[config.mk]
export PLATFORM = sky130hd
export DESIGN_NAME = cmplx_mac_engine
export DESIGN_NICKNAME = d
export VERILOG_FILES = /design/src/rtl/cmac_pkg.sv /design/src/rtl/cmplx_mac_engine_mult.sv /design/src/rtl/cmplx_mac_engine.sv
export SDC_FILE = /design/constraint.sdc
export NUM_CORES = 1
export LEC_CHECK = 0
export CAP_MARGIN = 20
export CORE_MARGIN = 4
export CORE_UTILIZATION = 40
export DETAILED_ROUTE_END_ITERATION = 7
export GPL_ROUTABILITY_DRIVEN = 0
export GPL_TIMING_DRIVEN = 1
export SYNTH_ARGS = -nofsm -noshare
export SYNTH_HDL_FRONTEND = slang
export SYNTH_HIERARCHICAL = 1
export SYNTH_SLANG_ARGS = --single-unit
export TNS_END_PERCENT = 100
[constraint.sdc]
create_clock -name clk -period 10.8 [get_ports clk]
set_input_delay 3.24 -clock clk [delete_from_list [all_inputs] [get_ports clk]]
set_output_delay 3.24 -clock clk [all_outputs]
set_load 0.005 [all_outputs]
[src/rtl/cmac_pkg.sv]
// Shared types and helpers for the complex MAC engine.
// Holds the FSM state enum, accumulator sizing and {re, im} bus helpers.
package cmac_pkg;

   typedef enum logic [1:0] {
      LOAD,
      FULL,
      RUN,
      DRAIN
   } cmac_state_t;

   // Wide enough that N full-scale products cannot overflow.
   function automatic int cmac_accw(input int n, input int cw);
      return 2 * cw + 1 + $clog2(n);
   endfunction

   localparam int CPLX_MAXW = 32;
   typedef logic [2*CPLX_MAXW-1:0] cplx_bus_t;

   function automatic cplx_bus_t cplx_mask(input int cw);
      return (cplx_bus_t'(1) << cw) - cplx_bus_t'(1);
   endfunction

   // Packs {re, im} with re in the upper cw bits.
   function automatic cplx_bus_t cplx_pack(
      input logic [CPLX_MAXW-1:0] re,
      input logic [CPLX_MAXW-1:0] im,
      input int                   cw
   );
      cplx_bus_t m;
      m = cplx_mask(cw);
      return ((cplx_bus_t'(re) & m) << cw)
           | (cplx_bus_t'(im) & m);
   endfunction

   function automatic logic [CPLX_MAXW-1:0] cplx_re(
      input cplx_bus_t v,
      input int        cw
   );
      cplx_bus_t s;
      s = (v >> cw) & cplx_mask(cw);
      return s[CPLX_MAXW-1:0];
   endfunction

   function automatic logic [CPLX_MAXW-1:0] cplx_im(
      input cplx_bus_t v,
      input int        cw
   );
      cplx_bus_t s;
      s = v & cplx_mask(cw);
      return s[CPLX_MAXW-1:0];
   endfunction

endpackage

[src/rtl/cmplx_mac_engine_mult.sv]
// Combinational signed complex multiplier, x*y or x*conj(y).
// Ports: xr/xi/yr/yi (CW signed), conj, re/im (2CW+1 signed).
module cmplx_mult #(
   parameter int CW = 4
) (
   input  logic signed [CW-1:0] xr,
   input  logic signed [CW-1:0] xi,
   input  logic signed [CW-1:0] yr,
   input  logic signed [CW-1:0] yi,
   input  logic                 conj,
   output logic signed [2*CW:0] re,
   output logic signed [2*CW:0] im
);

   logic signed [2*CW-1:0] rr, ii, ri, ir;
   logic signed [2*CW:0]   rr_x, ii_x, ri_x, ir_x;

   assign rr = xr * yr;
   assign ii = xi * yi;
   assign ri = xr * yi;
   assign ir = xi * yr;

   assign rr_x = {rr[2*CW-1], rr};
   assign ii_x = {ii[2*CW-1], ii};
   assign ri_x = {ri[2*CW-1], ri};
   assign ir_x = {ir[2*CW-1], ir};

   assign re = conj ? rr_x + ii_x : rr_x - ii_x;
   assign im = conj ? ir_x - ri_x : ri_x + ir_x;

endmodule

[src/rtl/cmplx_mac_engine.sv]
// Complex MAC engine: buffers N operand pairs, then accumulates x*y.
// Ports: load (in_valid/in_ready/x_in/y_in), run control
// (start/conj/keep), status (busy/done), results (acc_re/acc_im).
module cmplx_mac_engine
   import cmac_pkg::*;
#(
   parameter int N    = 4,
   parameter int CW   = 4,
   parameter int ACCW = cmac_accw(N, CW)
) (
   input  logic                   clk,
   input  logic                   rst,
   input  logic                   in_valid,
   output logic                   in_ready,
   input  logic [2*CW-1:0]        x_in,
   input  logic [2*CW-1:0]        y_in,
   input  logic                   start,
   input  logic                   conj,
   input  logic                   keep,
   output logic                   busy,
   output logic                   done,
   output logic signed [ACCW-1:0] acc_re,
   output logic signed [ACCW-1:0] acc_im
);

   localparam int IW = (N > 1) ? $clog2(N) : 1;
   localparam int PW = 2 * CW + 1;
   localparam int EW = ACCW - PW;
   localparam logic [IW-1:0] LAST = IW'(N - 1);

   cmac_state_t state, nxt;

   logic [2*CW-1:0] x_mem [N];
   logic [2*CW-1:0] y_mem [N];
   logic [IW-1:0]   wr_idx, rd_idx;
   logic            conj_q;
   logic            load_hs, start_hs, acc_en;

   logic signed [PW-1:0] p_re, p_im;
   logic signed [PW-1:0] prod_re, prod_im;

   assign in_ready = (state == LOAD);
   assign busy     = (state == RUN) || (state == DRAIN);
   assign load_hs  = in_valid && in_ready;
   assign start_hs = (state == FULL) && start;

   // The product register is one cycle behind rd_idx, so the
   // first RUN cycle has nothing valid to add yet.
   assign acc_en = (state == DRAIN)
                || ((state == RUN) && (rd_idx != '0));

   cmplx_mult #(.CW(CW)) u_mult (
      .xr   (x_mem[rd_idx][2*CW-1:CW]),
      .xi   (x_mem[rd_idx][CW-1:0]),
      .yr   (y_mem[rd_idx][2*CW-1:CW]),
      .yi   (y_mem[rd_idx][CW-1:0]),
      .conj (conj_q),
      .re   (p_re),
      .im   (p_im)
   );

   always_ff @(posedge clk) begin
      if (rst) state <= LOAD;
      else     state <= nxt;
   end

   always_comb begin
      nxt = state;
      unique case (state)
         LOAD:    if (load_hs && wr_idx == LAST) nxt = FULL;
         FULL:    if (start) nxt = RUN;
         RUN:     if (rd_idx == LAST) nxt = DRAIN;
         DRAIN:   nxt = LOAD;
         default: nxt = LOAD;
      endcase
   end

   always_ff @(posedge clk) begin
      if (rst) begin
         wr_idx  <= '0;
         rd_idx  <= '0;
         conj_q  <= 1'b0;
         prod_re <= '0;
         prod_im <= '0;
         acc_re  <= '0;
         acc_im  <= '0;
         done    <= 1'b0;
         for (int i = 0; i < N; i++) begin
            x_mem[i] <= '0;
            y_mem[i] <= '0;
         end
      end else begin
         done <= (state == DRAIN);
         if (load_hs) begin
            x_mem[wr_idx] <= x_in;
            y_mem[wr_idx] <= y_in;
            wr_idx <= (wr_idx == LAST) ? '0 : wr_idx + 1'b1;
         end
         if (start_hs) begin
            conj_q <= conj;
            rd_idx <= '0;
            if (!keep) begin
               acc_re <= '0;
               acc_im <= '0;
            end
         end
         if (state == RUN) begin
            prod_re <= p_re;
            prod_im <= p_im;
            rd_idx  <= (rd_idx == LAST) ? '0 : rd_idx + 1'b1;
         end
         if (acc_en) begin
            acc_re <= acc_re + {{EW{prod_re[PW-1]}}, prod_re};
            acc_im <= acc_im + {{EW{prod_im[PW-1]}}, prod_im};
         end
      end
   end

endmodule

==> Word-level counts from Yosys, hierarchy flattened <==
Memory sizes are Yosys's and may differ from the RTL's. A register that Yosys moved wholly into a read port is not among the register bits.
Cells that the tools add are included.
{ "classes": {"n_div": 0, "muxes": 29, "n_lt_le_gt_ge": 0, "n_bitwise": 0, "multipliers": 4, "add_sub_neg": 8, "n_eq_ne": 9, "shift": 0, "reduce_logical": 14} }
{ "op_table": {"columns": ["cell", "count"], "rows": [
  ["$mux 11", 4],
  ["$mul 4x4->8", 4],
  ["$mux 2", 13],
  ["$add 11x11->11", 2],
  ["$add 8x8->9", 2],
  ["$mux 9", 2],
  ["$sub 8x8->9", 2],
  ["$mux 8", 2],
  ["$reduce_or 8->1", 2],
  ["$eq 2x2->1 const B", 4],
  ["$pmux 2 s4", 1],
  ["$mux 1", 7],
  ["$ne 2x1->1 const B", 3],
  ["$reduce_bool 2->1", 3],
  ["$add 2x1->2 const B", 2],
  ["$logic_and 1x1->1", 4],
  ["$reduce_and 3->1", 1],
  ["$eq 2x1->1 const B", 1],
  ["$logic_not 2->1", 1],
  ["$logic_or 1x1->1", 2],
  ["$ne 2x2->1 const B", 1],
  ["$reduce_and 2->1", 1]
]} }
{ "totals": {"n_memories": 2, "register_bits": 48, "wordCells": 75, "mem_bits_ro": 0, "ram_bits": 64, "output_inout_bits": 25, "latchBits": 0} }
{ "mem_list": {"columns": ["memory", "depth", "width", "read_ports", "rd_clocked_by_memory_dff", "wr", "line", "source"], "rows": [
  ["x_mem", 4, 8, 1, 1, 4, "cmplx_mac_engine.sv:33", "logic [2*CW-1:0] x_mem [N];"],
  ["y_mem", 4, 8, 1, 1, 4, "cmplx_mac_engine.sv:34", "logic [2*CW-1:0] y_mem [N];"]
]} }

==> Logic depth before layout (Yosys ltp) <==
{ "logic_depth": {"word_depth": 7, "depth_mapped": 24, "depth_no_buf": 22} }

==> By module <==
Netlist, hierarchy kept.
{ "modules_own_cells": {"columns": ["module", "area_per_inst_um2", "instances", "cells_each", "seq_area_each_um2"], "rows": [
  ["cmplx_mac_engine", 5551.6, 1, 469, 2922.8],
  ["cmplx_mult", 3140.5, 1, 365, 0.0]
]} }

==> Worst setup path before layout <==
No wires, ideal clock.
{ "synth_path": {"path_type": "register -> register", "start": "register with a tool-made name", "end": "register prod_im[8]", "required_time_ns": 10.672, "period_less_slack_ns": 5.690, "setup_ns": 0.128, "arrival_ns": 5.563, "path_buffers": 2, "slack_ns": 5.110, "stages_incl_launch_ff": 23, "cell_sequence": "dfxtp_1 -> buf_2 -> buf_2 -> mux4_2 -> nand2b_1 -> fa_1 -> fa_1 -> inv_1 -> fa_1 -> ha_1 -> inv_1 -> fa_1 -> and2_1 -> and3_1 -> a31oi_1 -> xnor2_1 -> ha_1 -> nor2b_1 -> a311oi_1 -> xnor2_1 -> xor2_1 -> mux2i_1 -> nor2_1"} }
{ "synth_rtl": {"columns": ["item", "line", "source"], "rows": [
  ["end signal, assigned", "cmplx_mac_engine.sv:109", "prod_im <= p_im;"],
  ["end, declared", "cmplx_mac_engine.sv:40", "logic signed [PW-1:0] prod_re, prod_im;"]
]} }

==> results.json <==
{
  "synth_commonest_cells": "and2_1 (94), ha_1 (94), inv_1 (68)",
  "maxCapViolCount": 0,
  "vias_per_cell": 5.01,
  "postRouteAntennaNets": 0,
  "finalHoldViolCount": 0,
  "clkLatencyLatePin_ns": 0.43,
  "internal-power_mw": 1.39,
  "wl_per_cell_microns": 15.1,
  "setup_viol": 0,
  "final_cell_area_sq_um": 10100,
  "cts_buffers": 17,
  "grt_pass1_vias": 5828,
  "setup_tns_ns": 0,
  "cts.repair.resized": 0,
  "worstMarginPinSlew_ns": 0.911,
  "yosysWarnings": 6,
  "crit_path_end_kind": "flip-flop",
  "core_area_sq_um": 21200,
  "cts.reportedPaths.clkPinSlew_ns": 0.06,
  "h-tree-depth": 4,
  "die_h_microns": 155,
  "rows": 53,
  "ctsHoldBuffers": 0,
  "whs_path_depth": 2,
  "timing.clock.skew_ns": 0.0209,
  "dr_total_vias": 5858,
  "swShare_pct": 38.5,
  "postCtsSetupBuffers": 0,
  "crit_fanout": 16,
  "crit_type": "flip-flop to flip-flop",
  "nNetsFinal": 1038,
  "reg2reg_depth": 20,
  "diodes": 0,
  "gr-total-overflow": 0,
  "clock_sinks": 114,
  "synthTopCellsByArea": "edfxtp_1 (22%), ha_1 (14%), dfxtp_1 (12%), fa_1 (9.2%), and2_1 (6.8%)",
  "drt_iter0_drc": 266,
  "yosys.area.top_type": "edfxtp_1",
  "ys_seq_elements": 114,
  "rr_endpoint": "prod_re[8]",
  "synth_edf_count": 64,
  "min-delay-start": "acc_re[8]",
  "synthCells": 834,
  "synth-main-ff-cell": "edfxtp_1",
  "grt_max_degree": 48,
  "io_buffer_count": 46,
  "p_sw_mw": 0.870,
  "yosys.cell_types.count": 51,
  "p_clk_share_pct": 25.9,
  "layout_min_cycle_time_ns": 5.87,
  "dp_hpwl_microns": 13200,
  "grt_pass1_wl_microns": 29400,
  "p_leak_nw": 4.36,
  "finalWirelength_microns": 17700,
  "die_w_microns": 155,
  "rsz0062_at_grt": "false",
  "io_pins": 47,
  "cts_tree": "built",
  "grtUsageTotal_pct": 15.2,
  "fin_crit_sh_pct": 54.3,
  "ys_async_sr_fraction_pct": 0,
  "cp_data_required_time_ns": 11.08,
  "cp.arrival_ns": 6.15,
  "max_freq_mhz": 170,
  "clockRootBuffer": "clkbuf_16",
  "avgSynthCellArea_sq_um": 10.4,
  "slew_headroom_pct": 38.8,
  "placed_area_sq_um": 9450,
  "syn-cell-area_sq_um": 8690,
  "ir_worst_vdd_v": 0.000133,
  "status": "completed",
  "cp-start-kind": "flip-flop",
  "synth.top_cell.area_share_pct": 22.1,
  "synth-seq-area-share_pct": 33.6,
  "dieArea_sq_um": 24200,
  "synthToLayoutAreaGrowth_pct": 15.7,
  "p_comb_share_pct": 51.5,
  "hold_path_end": "acc_re[8]",
  "start_util_pct": 41.0,
  "reg2reg_slack_ns": 4.93,
  "synth_nets": 990,
  "antenna_found_initial": 0,
  "hold_class": "flip-flop to flip-flop",
  "first_pass_iters": 4,
  "maxSlewViolCount": 0,
  "drive_gt1_share_pct": 8.27,
  "drc": 0,
  "seq_power_share_pct": 22.5,
  "power_density_nw_per_um2": 224,
  "cts_buffer_depth": 2
}
[layer usage]
metal / GRT usage [%] / up-vias / part of all wire [%]
met5: 0 / - / 0
met4: 4.38 / 0 / 0.96
met3: 2.92 / 15 / 2.4
met2: 26.1 / 60 / 50
met1: 19.4 / 2809 / 46
li1: - / 2974 / -
[worst max-delay path, stage by stage, from the launching register on]
cell and delay, ns:
dfxtp_1 0.84, mux4_2 0.53, nand2b_1 0.22, fa_1 0.50
fa_1 0.51, inv_1 0.05, fa_1 0.51, ha_1 0.17
inv_1 0.05, fa_1 0.39, xor2_1 0.33, a31oi_1 0.15
xnor2_1 0.17, ha_1 0.34, a21oi_1 0.14, nor2b_1 0.06
a311oi_1 0.31, xnor2_1 0.18, xnor2_1 0.09, mux2i_1 0.13
nor2_1 0.05
[cells by family after synthesis]
group           count (synthesis)  synth area share (%)
compound gates                122                  9.01
xor+xnor                       69                  6.95
fa+ha+maj                     134                  22.7
buf+inv                        91                  4.29
flops                         114                  33.6
mux                            43                  7.31
simple gates                  261                  16.1
[worst max-delay path by stage]
stage	from	endpoint	slack, ns	cells after the start
2_1_floorplan	flip-flop	prod_im[8]	5.11	22
3_3_place_gp	flip-flop	prod_im[8]	4.99	20
3_5_place_dp	flip-flop	prod_re[8]	4.90	20
4_1_cts	flip-flop	prod_re[8]	4.88	20
5_1_grt	flip-flop	prod_re[8]	4.49	20
6_report	flip-flop	prod_re[8]	4.93	20
[per-stage QoR]
step                power (mW)  instances  setup slack (ns)  hold WS (ns)  utilization [%]
global placement          1.68       1138              4.99         0.472             44.5
CTS                       2.29       1170              4.88         0.482             47.4
finish                    2.26       1170              4.93         0.478             47.4
global route              2.45       1170              4.49         0.503             47.4
detailed placement        1.69       1138              4.90         0.473             44.5
floorplan                 1.45        834              5.11         0.449                -
[layout make-up]
class	instances	area [sq um]
Clock inverter	15	183
Sequential cell	114	2920
Clock buffer	17	425
Tap cell	275	344
Inverter	68	255
Multi-Input combinational cell	629	5420
Timing Repair Buffer	52	500
Fill cell	2010	11200
[power groups by stage]
| stage | sequential (mW) | combinational, mW | clock (mW) |
|---|---|---|---|
| after global placement | 0.517 | 1.16 | 0 |
| after floorplan | 0.510 | 0.942 | 0 |
| after detailed placement | 0.518 | 1.17 | 0 |
| final | 0.508 | 1.16 | 0.585 |
| after CTS | 0.509 | 1.18 | 0.597 |
| after global routing | 0.512 | 1.32 | 0.616 |
[layout by cell type, fill, tap and decap left out, types with 17 or more instances in the layout]
master / instances
ha_1: 94
and2_1: 94
xnor2_1: 46
edfxtp_1: 64
xor2_1: 23
clkbuf_16: 17
nor2_1: 63
inv_1: 68
clkdlybuf4s50_1: 45
a21oi_1: 37
dfxtp_1: 50
o21ai_0: 23
nand2_1: 46
fa_1: 40
mux2i_1: 23
[flip-flops by register name, summed over array words and instances (netlist names), named ones only]
register / flops
acc_re: 11
prod_im: 9
rd_idx: 2
done: 1
y_mem: 32
state: 2
x_mem: 32
acc_im: 11
wr_idx: 2
conj_q: 1
prod_re: 9
No activity file was read; power rests on OpenSTA's default activity.
